File: src/rtl/regfile_wb_arbiter_if.sv
// Bus bundle for the register-file writeback arbiter: pipeline WB, long-latency
// issue/retire handshakes, decode hazard query and the register-file write port.
interface regfile_wb_arbiter_if #(
    parameter int XLEN = 64
);
    logic            pl_valid;
    logic [4:0]      pl_rd;
    logic [XLEN-1:0] pl_data;
    logic            iss_valid;
    logic [4:0]      iss_rd;
    logic            iss_ready;
    logic            lu_valid;
    logic [4:0]      lu_rd;
    logic [XLEN-1:0] lu_data;
    logic            lu_ready;
    logic [4:0]      rs1;
    logic [4:0]      rs2;
    logic [4:0]      rd;
    logic            rs1_used;
    logic            rs2_used;
    logic            rd_used;
    logic            hz_stall;
    logic            rf_we;
    logic [4:0]      rf_waddr;
    logic [XLEN-1:0] rf_wdata;
    logic            waw_err;

    modport slave (
        input  pl_valid, pl_rd, pl_data,
        input  iss_valid, iss_rd,
        output iss_ready,
        input  lu_valid, lu_rd, lu_data,
        output lu_ready,
        input  rs1, rs2, rd, rs1_used, rs2_used, rd_used,
        output hz_stall,
        output rf_we, rf_waddr, rf_wdata,
        output waw_err
    );

    modport master (
        output pl_valid, pl_rd, pl_data,
        output iss_valid, iss_rd,
        input  iss_ready,
        output lu_valid, lu_rd, lu_data,
        input  lu_ready,
        output rs1, rs2, rd, rs1_used, rs2_used, rd_used,
        input  hz_stall,
        input  rf_we, rf_waddr, rf_wdata,
        input  waw_err
    );
endinterface

File: src/rtl/regfile_wb_arbiter.sv
// Single register-file write port shared by pipeline WB (priority) and a
// long-latency unit, with destination scoreboard, hazard and starvation stalls.
module regfile_wb_arbiter #(
    parameter int XLEN            = 64,
    parameter int MAX_OUTSTANDING = 4,
    parameter int MAX_WAIT        = 8
) (
    input logic              clock,
    input logic              reset,
    regfile_wb_arbiter_if.slave bus
);

    localparam int CW = $clog2(MAX_OUTSTANDING + 1);
    localparam int WW = $clog2(MAX_WAIT + 1);
    localparam logic [CW-1:0] MAX_OUT_C  = CW'(MAX_OUTSTANDING);
    localparam logic [CW-1:0] CNT_ONE_C  = CW'(32'd1);
    localparam logic [WW-1:0] MAX_WAIT_C = WW'(MAX_WAIT);
    localparam logic [WW-1:0] WAIT_ONE_C = WW'(32'd1);

    logic [31:0]     pending_r;
    logic [31:0]     pending_nxt_s;
    logic [31:0]     set_mask_s;
    logic [31:0]     clr_mask_s;
    logic [CW-1:0]   count_r;
    logic [CW-1:0]   count_nxt_s;
    logic [WW-1:0]   wait_r;
    logic [WW-1:0]   wait_nxt_s;
    logic            waw_err_r;
    logic            waw_hit_s;
    logic            rf_we_r;
    logic [4:0]      rf_waddr_r;
    logic [XLEN-1:0] rf_wdata_r;
    logic            lu_hs_s;
    logic            iss_ready_s;
    logic            iss_inc_s;
    logic            lu_dec_s;
    logic            starve_s;
    logic            hz_s;

    // Handshakes and scoreboard next-state (issue sets, retire clears)
    always_comb begin
        lu_hs_s       = bus.lu_valid && !bus.pl_valid;
        iss_ready_s   = ((bus.iss_rd == 5'd0) || !pending_r[bus.iss_rd]) && (count_r < MAX_OUT_C);
        iss_inc_s     = bus.iss_valid && iss_ready_s && (bus.iss_rd != 5'd0);
        lu_dec_s      = lu_hs_s && (bus.lu_rd != 5'd0) && pending_r[bus.lu_rd];
        set_mask_s    = iss_inc_s ? (32'd1 << bus.iss_rd) : 32'd0;
        clr_mask_s    = (lu_hs_s && (bus.lu_rd != 5'd0)) ? (32'd1 << bus.lu_rd) : 32'd0;
        pending_nxt_s = (pending_r & ~clr_mask_s) | set_mask_s;
        waw_hit_s     = (lu_hs_s && (bus.lu_rd != 5'd0) && !pending_r[bus.lu_rd]) ||
                        (bus.pl_valid && (bus.pl_rd != 5'd0) && pending_r[bus.pl_rd]);
    end

    // Outstanding-op counter next-state
    always_comb begin
        count_nxt_s = count_r;
        case ({iss_inc_s, lu_dec_s})
            2'b10:   count_nxt_s = count_r + CNT_ONE_C;
            2'b01:   count_nxt_s = count_r - CNT_ONE_C;
            default: count_nxt_s = count_r;
        endcase
    end

    // Starvation counter: counts cycles lu loses to pl, saturating
    always_comb begin
        wait_nxt_s = wait_r;
        if (!bus.lu_valid || lu_hs_s) begin
            wait_nxt_s = {WW{1'b0}};
        end else if (wait_r != MAX_WAIT_C) begin
            wait_nxt_s = wait_r + WAIT_ONE_C;
        end else begin
            wait_nxt_s = wait_r;
        end
    end

    // Decode hazard: state and decode inputs only, so no loop through pl/lu
    always_comb begin
        starve_s = (wait_r == MAX_WAIT_C);
        hz_s     = (bus.rs1_used && (bus.rs1 != 5'd0) && pending_r[bus.rs1]) ||
                   (bus.rs2_used && (bus.rs2 != 5'd0) && pending_r[bus.rs2]) ||
                   (bus.rd_used  && (bus.rd  != 5'd0) && pending_r[bus.rd])  ||
                   starve_s;
    end

    // Scoreboard, counters and sticky WAW flag
    always_ff @(posedge clock or negedge reset) begin
        if (!reset) begin
            pending_r <= 32'd0;
            count_r   <= {CW{1'b0}};
            wait_r    <= {WW{1'b0}};
            waw_err_r <= 1'b0;
        end else begin
            pending_r <= pending_nxt_s;
            count_r   <= count_nxt_s;
            wait_r    <= wait_nxt_s;
            waw_err_r <= waw_err_r || waw_hit_s;
        end
    end

    // Registered write port; address/data hold when nobody is granted
    always_ff @(posedge clock or negedge reset) begin
        if (!reset) begin
            rf_we_r    <= 1'b0;
            rf_waddr_r <= 5'd0;
            rf_wdata_r <= {XLEN{1'b0}};
        end else if (bus.pl_valid) begin
            rf_we_r    <= (bus.pl_rd != 5'd0);
            rf_waddr_r <= bus.pl_rd;
            rf_wdata_r <= bus.pl_data;
        end else if (bus.lu_valid) begin
            rf_we_r    <= (bus.lu_rd != 5'd0);
            rf_waddr_r <= bus.lu_rd;
            rf_wdata_r <= bus.lu_data;
        end else begin
            rf_we_r    <= 1'b0;
        end
    end

    assign bus.iss_ready = iss_ready_s;
    assign bus.lu_ready  = lu_hs_s;
    assign bus.hz_stall  = hz_s;
    assign bus.rf_we     = rf_we_r;
    assign bus.rf_waddr  = rf_waddr_r;
    assign bus.rf_wdata  = rf_wdata_r;
    assign bus.waw_err   = waw_err_r;

endmodule
File: src/flat_wrapper.sv
// flat-port wrapper written by rule: the top's interface ports become plain ports
module regfile_wb_arbiter_flat 
#(
    parameter int XLEN            = 64,
    parameter int MAX_OUTSTANDING = 4,
    parameter int MAX_WAIT        = 8
)
  (clock, reset, bus_pl_valid, bus_pl_rd, bus_pl_data, bus_iss_valid, bus_iss_rd, bus_iss_ready, bus_lu_valid, bus_lu_rd, bus_lu_data, bus_lu_ready, bus_rs1, bus_rs2, bus_rd, bus_rs1_used, bus_rs2_used, bus_rd_used, bus_hz_stall, bus_rf_we, bus_rf_waddr, bus_rf_wdata, bus_waw_err);
  regfile_wb_arbiter_if #(.XLEN(XLEN)) bus_i ();
  input logic clock;
  input logic reset;
  input wire logic [$bits(bus_i.pl_valid)-1:0] bus_pl_valid;
  input wire logic [$bits(bus_i.pl_rd)-1:0] bus_pl_rd;
  input wire logic [$bits(bus_i.pl_data)-1:0] bus_pl_data;
  input wire logic [$bits(bus_i.iss_valid)-1:0] bus_iss_valid;
  input wire logic [$bits(bus_i.iss_rd)-1:0] bus_iss_rd;
  output wire logic [$bits(bus_i.iss_ready)-1:0] bus_iss_ready;
  input wire logic [$bits(bus_i.lu_valid)-1:0] bus_lu_valid;
  input wire logic [$bits(bus_i.lu_rd)-1:0] bus_lu_rd;
  input wire logic [$bits(bus_i.lu_data)-1:0] bus_lu_data;
  output wire logic [$bits(bus_i.lu_ready)-1:0] bus_lu_ready;
  input wire logic [$bits(bus_i.rs1)-1:0] bus_rs1;
  input wire logic [$bits(bus_i.rs2)-1:0] bus_rs2;
  input wire logic [$bits(bus_i.rd)-1:0] bus_rd;
  input wire logic [$bits(bus_i.rs1_used)-1:0] bus_rs1_used;
  input wire logic [$bits(bus_i.rs2_used)-1:0] bus_rs2_used;
  input wire logic [$bits(bus_i.rd_used)-1:0] bus_rd_used;
  output wire logic [$bits(bus_i.hz_stall)-1:0] bus_hz_stall;
  output wire logic [$bits(bus_i.rf_we)-1:0] bus_rf_we;
  output wire logic [$bits(bus_i.rf_waddr)-1:0] bus_rf_waddr;
  output wire logic [$bits(bus_i.rf_wdata)-1:0] bus_rf_wdata;
  output wire logic [$bits(bus_i.waw_err)-1:0] bus_waw_err;
  assign bus_i.pl_valid = bus_pl_valid;
  assign bus_i.pl_rd = bus_pl_rd;
  assign bus_i.pl_data = bus_pl_data;
  assign bus_i.iss_valid = bus_iss_valid;
  assign bus_i.iss_rd = bus_iss_rd;
  assign bus_iss_ready = bus_i.iss_ready;
  assign bus_i.lu_valid = bus_lu_valid;
  assign bus_i.lu_rd = bus_lu_rd;
  assign bus_i.lu_data = bus_lu_data;
  assign bus_lu_ready = bus_i.lu_ready;
  assign bus_i.rs1 = bus_rs1;
  assign bus_i.rs2 = bus_rs2;
  assign bus_i.rd = bus_rd;
  assign bus_i.rs1_used = bus_rs1_used;
  assign bus_i.rs2_used = bus_rs2_used;
  assign bus_i.rd_used = bus_rd_used;
  assign bus_hz_stall = bus_i.hz_stall;
  assign bus_rf_we = bus_i.rf_we;
  assign bus_rf_waddr = bus_i.rf_waddr;
  assign bus_rf_wdata = bus_i.rf_wdata;
  assign bus_waw_err = bus_i.waw_err;
  regfile_wb_arbiter #(.XLEN(XLEN), .MAX_OUTSTANDING(MAX_OUTSTANDING), .MAX_WAIT(MAX_WAIT)) u_core (.clock(clock), .reset(reset), .bus(bus_i));
endmodule
File: config.mk
export PLATFORM = sky130hd
export DESIGN_NAME = regfile_wb_arbiter_flat
export DESIGN_NICKNAME = d
export VERILOG_FILES = /design/src/rtl/regfile_wb_arbiter_if.sv /design/src/rtl/regfile_wb_arbiter.sv /design/src/flat_wrapper.sv
export SDC_FILE = /design/constraint.sdc
export NUM_CORES = 1
export LEC_CHECK = 0
export ABC_AREA = 1
export BUFFER_PORTS_ARGS = -buffer_cell sky130_fd_sc_hd__buf_2
export CORE_AREA = 2 2 148 150
export DETAILED_ROUTE_END_ITERATION = 16
export DIE_AREA = 0 0 150 152
export RECOVER_POWER = 50
export SLEW_MARGIN = 20
export SYNTH_ARGS = -nofsm -noshare
export SYNTH_HDL_FRONTEND = slang
export SYNTH_SLANG_ARGS = --single-unit
File: constraint.sdc
create_clock -name clock -period 4.39 [get_ports clock]
set_input_delay 1.317 -clock clock [delete_from_list [all_inputs] [get_ports clock]]
set_output_delay 1.317 -clock clock [all_outputs]
set_load 0.03 [all_outputs]
# Yosys cells after proc, flatten, opt, wreduce, memory -nomap -nowiden
# Index checks and enable logic that the tools add are counted.
# word_totals
output_inout_bits	74
wordCells	85
ff_bits	110
in_bits	166
# op_classes
n_eq_ne	4
order_cmp	7
bitwise_logic	3
n_mux	23
n_reduce_logical	36
n_addsub	3
shift	2
# op_table
operator	count
64-bit 2-to-1 mux	2
32-bit 2-to-1 mux	2
1-bit by 5-bit left shift with 32-bit output (first input constant)	2
5-bit by 6-bit less-than comparator with 1-bit output (second input constant)	6
32-bit bitwise AND	1
32-bit inverter	1
32-bit bitwise OR	1
1-bit binary-select mux with 5-bit select	6
5-bit nonzero test	6
1-bit logical AND	15
5-bit 2-to-1 mux	2
1-bit 2-to-1 mux	8
4-bit 2-to-1 mux	2
1-bit logical OR	7
3-bit one-hot mux with 2 select lines	1
2-bit nonzero test	3
5-bit zero test	1
4-bit by 1-bit adder with 4-bit output (second input constant)	1
4-bit equality test (second input constant)	1
1-bit zero test	4
4-bit != test (second input constant)	1
3-bit by 1-bit adder with 3-bit output (second input constant)	1
3-bit less-than comparator (second input constant)	1
3-bit by 1-bit subtractor with 3-bit output (second input constant)	1
2 further kinds	2

# Longest topological paths before layout
# Gate-level depths: netlist (run 1).
# depth
ltp_word	9
depth_mapped	21
depth_no_buf	18

# Least setup slack after synthesis (run 1)
# No wires, ideal clock.
# synth_path
path_type	input to output
start	input bus_rs2[0]
end	output bus_hz_stall
path_buffers	2
stages	9
arrival_ps	2610
setup_slack_ps	463
t_required_ps	3073
cell_sequence	clkbuf_1 -> clkbuf_1 -> nand2_1 -> o211ai_1 -> nand3_1 -> nand3_1 -> nand4_1 -> nand3b_1 -> nand4_1
# synth_between
elab_chain_cells	6
word_cells_on_any_way	8
cone_classes	2 x mux; 6 x reduce/logical
# synth_rtl
item	line	source
start: declaration	flat_wrapper.sv:23	input wire logic [$bits(bus_i.rs2)-1:0] bus_rs2;
1-bit binary-select mux with 5-bit select / 5-bit nonzero test (equally long branches)	regfile_wb_arbiter.sv:79	(bus.rs2_used && (bus.rs2 != 5'd0) && pending_r[bus.rs2]) ||
1-bit 2-to-1 mux (implied by the code) / 1-bit logical AND (equally long branches)	regfile_wb_arbiter.sv:79	
1-bit logical AND *	regfile_wb_arbiter.sv:79	
1-bit logical OR *	regfile_wb_arbiter.sv:78	hz_s = (bus.rs1_used && (bus.rs1 != 5'd0) && pending_r[bus.rs1]) ||
1-bit logical OR *	regfile_wb_arbiter.sv:79	
1-bit logical OR *	regfile_wb_arbiter.sv:80	(bus.rd_used && (bus.rd != 5'd0) && pending_r[bus.rd]) ||
end: declaration	flat_wrapper.sv:28	output wire logic [$bits(bus_i.hz_stall)-1:0] bus_hz_stall;
# Every way passes the cells marked *; elsewhere a longest branch is shown, timed or not. The select of a mux whose other input is x is not followed.

# Worst setup path in the final report (run 1)
# layout_path
start	input bus_iss_rd[0]
end	output bus_iss_ready
# layout_between
elab_chain_cells	5
word_cells_on_any_way	6
cone_classes	2 x mux; 4 x reduce/logical
# layout_rtl
item	line	source
start: declaration	flat_wrapper.sv:16	input wire logic [$bits(bus_i.iss_rd)-1:0] bus_iss_rd;
1-bit binary-select mux with 5-bit select	regfile_wb_arbiter.sv:43	iss_ready_s = ((bus.iss_rd == 5'd0) || !pending_r[bus.iss_rd]) && (count_r < MAX_OUT_C);
1-bit 2-to-1 mux (implied by the code)	regfile_wb_arbiter.sv:43	
1-bit zero test	regfile_wb_arbiter.sv:43	
1-bit logical OR *	regfile_wb_arbiter.sv:43	
1-bit logical AND *	regfile_wb_arbiter.sv:43	
end: declaration	flat_wrapper.sv:17	output wire logic [$bits(bus_i.iss_ready)-1:0] bus_iss_ready;
# Marked as above.

==> results of run 1 <==
## layout make-up
type                       instances  area [µm²]
timing repair buffer             253        1250
multi-input combinational        778        3630
inverter                          67         251
clock inverter                     7        70.1
sequential                       110        2750
antenna                            2        5.00
fill                            2319       12800
clock buffer                       9         225
tap                              280         350
## worst max-delay path, stage by stage
cell,delay [ps]
buf_2,300
inv_2,180
nand2_1,190
nor2_1,80
nor2_2,80
nand3_1,90
a21oi_2,150
nor2_2,70
nor2_4,110
buf_2,200
## flip-flops by register name, indices dropped and copies added (netlist names)
| signal | count |
|---|---|
| u_core.pending_r | 32 |
| u_core.count_r | 3 |
| u_core.bus.waw_err | 1 |
| u_core.bus.rf_wdata | 64 |
| u_core.bus.rf_waddr | 5 |
| u_core.bus.rf_we | 1 |
| u_core.wait_r | 4 |
## routing by layer
layer  share of wire  up-vias  routed length [µm]  track usage
met3           0.073       52                1860       0.0480
met4           0.031        0                 796       0.0881
met2            0.47      331               12000        0.362
met1            0.42     3499               10800        0.298
met5               0        -                   0            0
li1                -     3800                   -            -
## per-stage QoR
| step | instance area, µm² | util | hold WS (ps) | instances | worst slack [ps] |
|---|---|---|---|---|---|
| finish | 8530 | 0.400 | 481 | 1506 | 308 |
| global route | 8530 | 0.400 | 511 | 1505 | 171 |
| CTS | 8600 | 0.403 | 479 | 1504 | 305 |
| detailed placement | 8300 | 0.389 | 466 | 1488 | 315 |
| global placement | 8300 | 0.389 | 461 | 1488 | 319 |
| floorplan | 6940 | - | 446 | 1019 | 463 |
## kinds of logic (layout without fill, tap and decap cells)
group,Yosys count,in the layout,share of synthesized area
simple gates,617,617,0.384
xor+xnor,4,4,0.00505
buf+inv,131,336,0.0817
fa+ha+maj,4,4,0.00830
compound gates,153,153,0.124
other cells,0,2,0
flops,110,110,0.397
## cell usage in the layout, fill, tap and decap left out, types with 3 or more instances in the layout
| cell type | n |
|---|---|
| o21ai_0 | 78 |
| o41ai_1 | 3 |
| clkbuf_1 | 37 |
| buf_4 | 11 |
| nor2_4 | 3 |
| nand3_1 | 136 |
| o22ai_1 | 4 |
| buf_2 | 203 |
| clkinv_1 | 4 |
| nand4_1 | 44 |
| ha_1 | 3 |
| a22oi_1 | 4 |
| a21oi_1 | 38 |
| inv_1 | 61 |
| nor3_1 | 15 |
| nor2_2 | 4 |
| dfrtp_1 | 110 |
| clkbuf_16 | 9 |
| nand2_1 | 379 |
| inv_6 | 3 |
| nor2_1 | 30 |
| o211ai_1 | 20 |
## worst paths after layout
check,endpoint,slack (ps),depth (start not counted)
setup reg to reg,u_core.count_r[1],1680,13
min in group asynchronous,u_core.pending_r[13],1270,1
hold / removal,u_core.count_r[0],480,1
max in group asynchronous,u_core.bus.rf_wdata[11],890,2
hold reg to reg,u_core.count_r[0],480,1
setup / recovery,bus_iss_ready,310,10
## power by group
part | switching, mW | internal, mW | total (mW)
registers | 0.248 | 1.17 | 1.42
logic | 0.690 | 0.325 | 1.02
clock network | 0.439 | 0.405 | 0.844
total | 1.38 | 1.90 | 3.28
==> impl_metrics.csv, run 1 <==
group,metric,value,unit
timing,rsz0062_at_grt,"no",
critical_path,required,3070,ps
critical_path,worstPathArrival,2760,ps
finish,areaGrowthSynthToFinish,23.0,%
status,violations,"max-capacitance violations, max-slew violations",
power_and_ir_drop,p_total,3.28,mW
logic_synthesis,syn_inst,1019,
logic_synthesis,synth.largest_area_cell,"dfrtp_1",
placement,gp_congestion,0.905,
drt,firstDrtPassIters,5,
critical_path,endpoint_kind,"output pin",
global_routing,grt_max_degree,73,
drt,wl_per_cell,16.9,µm
global_routing,gr-total-overflow,0,
logic_synthesis,synth_common_cells,"nand2_1, nand3_1, dfrtp_1, o21ai_0, inv_1",
power_and_ir_drop,power.density,384,nW/µm²
logic_synthesis,synth_area_per_cell,6.81,µm²
cts,clockBufferDepth,2,
global_routing,track_usage,0.226,
logic_synthesis,synth_area_leaders,"dfrtp_1, nand2_1, nand3_1",
floorplan,die_w,150,µm
cts,ctsHoldBuffers,0,
logic_synthesis,synth_top_area_frac,0.397,
drt,drc,0,
floorplan,coreArea,21400,µm²
logic_synthesis,ys_ff_latch,110,
status,status,"finished, violations left",
timing,setup_violations,0,
critical_path,rr_startpoint,"u_core.pending_r[1]",
hold_path,min_path_type,"reg2reg",
timing,maxSlewViolCount,136,
placement,io_buffers,239,
critical_path,crit_start,"bus_iss_rd[0]",
logic_synthesis,async_reset_ff_frac,1.00,
logic_synthesis,synth-seq-area-share,0.397,
hold_path,hold_path_startpoint,"u_core.count_r[0]",
logic_synthesis,synth-edff-count,0,
global_routing,grt_pass1_vias,7380,
floorplan,fp.dieH,152,µm
cts,clkLatencyLatePin,360,ps
global_routing,antenna_found_initial,1,
cts,htreeDepth,3,
drt,vias,7682,
timing,tightest_slew,1580,ps
cts,cts_setup_buffers,0,
timing,fin_crit,4080,ps
floorplan,pin_count,240,
logic_synthesis,synth_area,6940,µm²
drt,via_per_inst,5.10,
power_and_ir_drop,vdd_ir_drop_max,0.196,mV
cts,root_buffer,"clkbuf_16",
finish,nets,1389,
critical_path,worstPathMaxFanout,19,
logic_synthesis,synth.most_common_cell,"nand2_1",
drt,postRouteAntennaNets,0,
floorplan,dieArea,22800,µm²
critical_path,startpoint_type,"primary input",
floorplan,start_util,0.325,
logic_synthesis,synthesis.nets,1189,
drt,first_iter_violations,673,
floorplan,num_rows,54,
timing,fmax,245,MHz
flow_run,cap_viol_max_count,2,
logic_synthesis,ys.flop_type,"dfrtp_1",
cts,cts_sinks,110,
power_and_ir_drop,leakage,4.27,nW
cts,numCtsBuffers,9,
timing,skew,11.0,ps
logic_synthesis,ys_types,35,
cts,cts_resized,0,
global_routing,grt_pass1_wl,40500,µm
logic_synthesis,synth_warnings,0,
timing,tns,0,ps
timing,finalHoldViolCount,0,
drt,wl,25500,µm
finish,drive_above_1_share,0.200,
cts,cts_tree,"done",
placement,dp_hpwl,18500,µm
timing,finalCritPeriodShare,0.930,
timing,slew_headroom,-0.0503,
cts,cts.clk_slew.worst_paths,80,ps
critical_path,setup.worst_path.class,"in2out",
No activity file was read; power rests on OpenSTA's default activity.
==> inputs of run 2 (changes only) <==
Settings changed: BUFFER_PORTS_ARGS -buffer_cell sky130_fd_sc_hd__buf_2 to unset, CORE_AREA 2 2 148 150 to 2 2 128 130, DIE_AREA 0 0 150 152 to 0 0 130 132, DONT_BUFFER_PORTS set to 1, SLEW_MARGIN 20 to unset.
==> run 2 against run 1 <==
  * The run still ends with max-capacitance violations, max-slew violations left
  * Worst hold slack lost 3.7 ps
  * Cell area is 15% lower
  * Register-to-register slack worse by 170 ps
  * Total power shrank 5.6%
  * Core utilization rose by 6.2 points
  * Critical path type unchanged
  * Largest cell class unchanged
==> impl_metrics.csv, run 2 (same netlist as run 1, synthesis figures left out) <==
group,metric,value,unit
drt,wl_per_cell,19.2,µm
placement,dp_hpwl,16400,µm
cts,clkLatencyLatePin,360,ps
global_routing,met1_usage,0.353,
floorplan,pin_count,240,
finish,most-common-layout-cells,"nand2_1, nand3_1, dfrtp_1, o21ai_0, inv_1",
timing,rsz0062_at_grt,"no",
hold_path,min_path_type,"reg2reg",
global_routing,antenna_found_initial,0,
timing,finalCritPeriodShare,0.931,
cts,cts_sinks,110,
cts,cts.clk_slew.worst_paths,70,ps
finish,final_common_cell,"nand2_1",
global_routing,grt_pass1_wl,35600,µm
global_routing,grt_max_degree,111,
critical_path,required,3070,ps
critical_path,startpoint_type,"primary input",
cts,cts_tree,"done",
critical_path,worstPathCellList,"inv_2, nand2_1, nor3_2, nor2_1, nand2_1, nor2_2, nor2_4",
timing,whs,477,ps
drt,drc,0,
global_routing,track_usage,0.270,
finish,drive_above_1_share,0.0328,
finish,nets,1141,
timing,setup_violations,0,
timing,skew,9.22,ps
critical_path,crit_slowest_cell,"nor2_1",
drt,vias,6827,
timing,maxSlewViolCount,31,
finish,largest_reg_flops,64,
finish,antennaDiodeCount,0,
cts,cts_resized,0,
global_routing,grt_use_met2,0.429,
power_and_ir_drop,vdd_ir_drop_max,0.203,mV
critical_path,worstPathArrival,2770,ps
timing,tns,0,ps
finish,areaGrowthSynthToFinish,4.49,%
drt,firstDrtPassIters,5,
timing,slew_headroom,-0.334,
floorplan,die_w,130,µm
placement,io_buffers,0,
global_routing,gr-total-overflow,0,
cts,clockBufferDepth,2,
finish,utilization,0.461,
floorplan,dieArea,17200,µm²
floorplan,num_rows,46,
global_routing,grt_pass1_vias,6450,
timing,fin_ws,302,ps
placement,post-place-ws,284,ps
flow_run,cap_viol_max_count,1,
status,violations,"max-capacitance violations, max-slew violations",
global_routing,top_usage_layer,"met2",
cts,root_buffer,"clkbuf_16",
timing,finalHoldViolCount,0,
power_and_ir_drop,leakage,3.38,nW
global_routing,grt_util_met3,0.0609,
cts,cts_setup_buffers,0,
critical_path,crit_path_frequent_cell,"nand2_1",
floorplan,start_util,0.441,
drt,first_iter_violations,430,
critical_path,endpoint_kind,"output pin",
cts,numCtsBuffers,9,
timing,fin_crit,4090,ps
timing,fmax,245,MHz
critical_path,setup.worst_path.class,"in2out",
finish,fill_cells,1637,
placement,gp_congestion,0.888,
floorplan,coreArea,15700,µm²
drt,via_per_inst,5.73,
drt,postRouteAntennaNets,0,
timing,tightest_slew,1990,ps
critical_path,critPathMaxStageDelay,720,ps
drt,wl,22900,µm
floorplan,fp.dieH,132,µm
power_and_ir_drop,power.density,427,nW/µm²
power_and_ir_drop,p_total,3.10,mW
critical_path,worstPathMaxFanout,15,
cts,ctsHoldBuffers,0,
cts,htreeDepth,3,
status,status,"finished, violations left",
## run 2: worst max-delay path: cells and delay by family
kind	cells	cell delay (ps)
AND/OR/NAND/NOR	6	1370
buffers and inverters	1	70
## run 2: final timing paths
check	from	endpoint	slack [ps]	cells after the start
max	bus_iss_rd[1]	bus_iss_ready	300	7
min	u_core.count_r[0]	u_core.count_r[0]	480	1
max reg2reg	u_core.pending_r[1]	u_core.count_r[1]	1510	13
min reg2reg	u_core.count_r[0]	u_core.count_r[0]	480	1
max in group asynchronous	reset	u_core.bus.rf_wdata[8]	3570	0
min in group asynchronous	reset	u_core.pending_r[11]	650	0
## run 2: layer usage
metal | up-vias | wire, µm
met2 | 315 | 10700
li1 | 3295 | -
met1 | 3156 | 9670
met4 | 0 | 830
met3 | 61 | 1760
met5 | - | 0
## run 2: cell type report
| cell class | instances | area, µm² | share of cell area |
|---|---|---|---|
| Multi-Input combinational cell | 778 | 3620 | 0.500 |
| Sequential cell | 110 | 2750 | 0.380 |
| Tap cell | 216 | 270 | 0.0373 |
| Inverter | 67 | 251 | 0.0347 |
| Clock buffer | 10 | 229 | 0.0316 |
| Clock inverter | 6 | 82.6 | 0.0114 |
| Timing Repair Buffer | 5 | 37.5 | 0.00518 |
## run 2: power by group
part           switching, mW  total (mW)  internal (mW)
combinational          0.432       0.668          0.236
clock                  0.410       0.865          0.455
sequential             0.392        1.56           1.17
## run 2: stage by stage
step | cell area [µm²] | cells
floorplan | 6940 | 1019
global placement | 6940 | 1176
detailed placement | 6940 | 1176
CTS | 7250 | 1192
global route | 7250 | 1192
finish | 7250 | 1192
==> inputs of run 3 (changes only) <==
Settings changed: PLACE_DENSITY set to 0.66.
==> run 3 against run 2 <==
  * Sequential power barely moved
  * Clock power is essentially flat
  * Combinational power up 1%
  * Sequential share of layout area decreased by 0.059 points
  * Wire length up 0.23%
  * Cell area increased by 0.16%
  * Largest power group unchanged
  * The flow now finishes without violations
  * Critical path depth rose by 2
  * Worst hold slack worse by 2.1 ps
  * Non-clock buffer count rose by 1
==> impl_metrics.csv, run 3 (same netlist as run 1, synthesis figures left out) <==
group,metric,value,unit
global_routing,grt_pass1_wl,35800,µm
timing,tns,0,ps
drt,firstDrtPassIters,6,
cts,cts_tree,"done",
finish,final_common_cell,"nand2_1",
placement,dp_hpwl,16500,µm
cts,ctsHoldBuffers,0,
timing,fmax,265,MHz
timing,skew,7.01,ps
cts,cts_resized,0,
global_routing,grt_max_degree,111,
critical_path,worstPathArrival,2450,ps
critical_path,path_buf_inv,1,
flow_run,cap_viol_max_count,0,
finish,areaGrowthSynthToFinish,4.65,%
cts,cts_sinks,110,
cts,cts.clk_slew.worst_paths,70,ps
cts,root_buffer,"clkbuf_16",
timing,finalHoldViolCount,0,
timing,slew_headroom,0.149,
finish,most-common-layout-cells,"nand2_1, nand3_1, dfrtp_1, o21ai_0, inv_1",
cts,cts_setup_buffers,0,
finish,nets,1142,
critical_path,required,3070,ps
finish,fill_cells,1613,
global_routing,gr-total-overflow,0,
placement,placed_area,6950,µm²
timing,tightest_slew,1280,ps
critical_path,worstPathCellList,"inv_1, nand2_1, nand3_1, o21ai_0, nand2_1, nor3b_1, nand2_1, nand3_1, nand4_1",
global_routing,antenna_found_initial,0,
floorplan,dieArea,17200,µm²
hold_path,min_path_type,"reg2reg",
drt,drc,0,
timing,rsz0062_at_grt,"no",
power_and_ir_drop,power.density,429,nW/µm²
floorplan,fp.dieH,132,µm
critical_path,worstPathMaxFanout,27,
status,status,"completed",
cts,numCtsBuffers,9,
finish,drive_above_1_share,0.0348,
floorplan,start_util,0.441,
floorplan,num_rows,46,
global_routing,track_usage,0.269,
timing,fin_crit,3770,ps
drt,wl_per_cell,19.3,µm
floorplan,pin_count,240,
drt,vias,6964,
power_and_ir_drop,vdd_ir_drop_max,0.213,mV
global_routing,grt_pass1_vias,6649,
finish,largest_reg_flops,64,
critical_path,path_delay_family,"simple AND/OR/NAND/NOR gates",
cts,clkLatencyLatePin,350,ps
finish,antennaDiodeCount,0,
timing,setup_violations,0,
floorplan,die_w,130,µm
finish,stdcell_area,7260,µm²
cts,clockBufferDepth,2,
critical_path,startpoint_type,"primary input",
timing,maxSlewViolCount,0,
drt,via_per_inst,5.84,
placement,gp_congestion,0.941,
critical_path,crit_slowest_cell,"nand4_1",
power_and_ir_drop,leakage,3.39,nW
critical_path,critPathMaxStageDelay,360,ps
placement,io_buffers,0,
floorplan,coreArea,15700,µm²
timing,finalCritPeriodShare,0.858,
drt,postRouteAntennaNets,0,
drt,wl,23000,µm
cts,htreeDepth,3,
drt,first_iter_violations,763,
critical_path,crit_path_frequent_cell,"nand2_1",
critical_path,setup.worst_path.class,"in2out",
critical_path,endpoint_kind,"output pin",
## run 3: worst register-to-register path, stage by stage, from the launching register on
cell	delay (ps)
dfrtp_1	480
inv_1	200
nor2_1	70
a21oi_1	120
nand3_1	90
a21oi_2	160
nor2_2	70
nor2_4	230
buf_4	360
nand3_1	130
ha_1	210
inv_1	100
fa_1	190
nor2_1	50
nor2_1	80
nand2_1	60
xor2_1	130
## run 3: final timing paths
path	from	to	slack, ps	depth (start not counted)
setup reg to reg	u_core.pending_r[3]	u_core.count_r[2]	1540	16
hold reg to reg	u_core.count_r[0]	u_core.count_r[0]	480	1
min in group asynchronous	reset	u_core.bus.rf_wdata[45]	650	0
max in group asynchronous	reset	u_core.wait_r[1]	3540	0
setup / recovery	bus_rd[0]	bus_hz_stall	620	9
hold / removal	u_core.count_r[0]	u_core.count_r[0]	480	1
## run 3: per-layer routing
metal	share of wire	vias to the layer above	global-route usage
met1	0.39	3206	0.353
met4	0.043	0	0.143
met2	0.47	391	0.416
li1	-	3297	-
met5	0	-	0
met3	0.10	70	0.0560
## run 3: through the flow
| step | utilization | hold WS, ps | total power [mW] | setup WS (ps) | cells |
|---|---|---|---|---|---|
| 2_1_floorplan | - | 446 | 2.01 | 463 | 1019 |
| 3_3_place_gp | 0.442 | 461 | 2.23 | 679 | 1177 |
| 3_5_place_dp | 0.442 | 464 | 2.24 | 627 | 1177 |
| 4_1_cts | 0.463 | 478 | 3.10 | 636 | 1193 |
| 5_1_grt | 0.462 | 522 | 3.28 | 463 | 1193 |
| 6_report | 0.462 | 475 | 3.11 | 622 | 1193 |
## run 3: power by group
part	switching [mW]	internal, mW
logic	0.440	0.236
clock network	0.409	0.457
registers	0.398	1.17
total	1.25	1.86
## run 3: area by class of cell
cell class              instances  area, µm²  area share
clock buffers                   9        225      0.0310
clock inverters                 7       92.6      0.0128
inverters                      67        251      0.0346
multi-input cells             778       3620       0.499
flip-flops and latches        110       2750       0.379
well taps                     216        270      0.0372
repair buffers                  6       42.5     0.00586
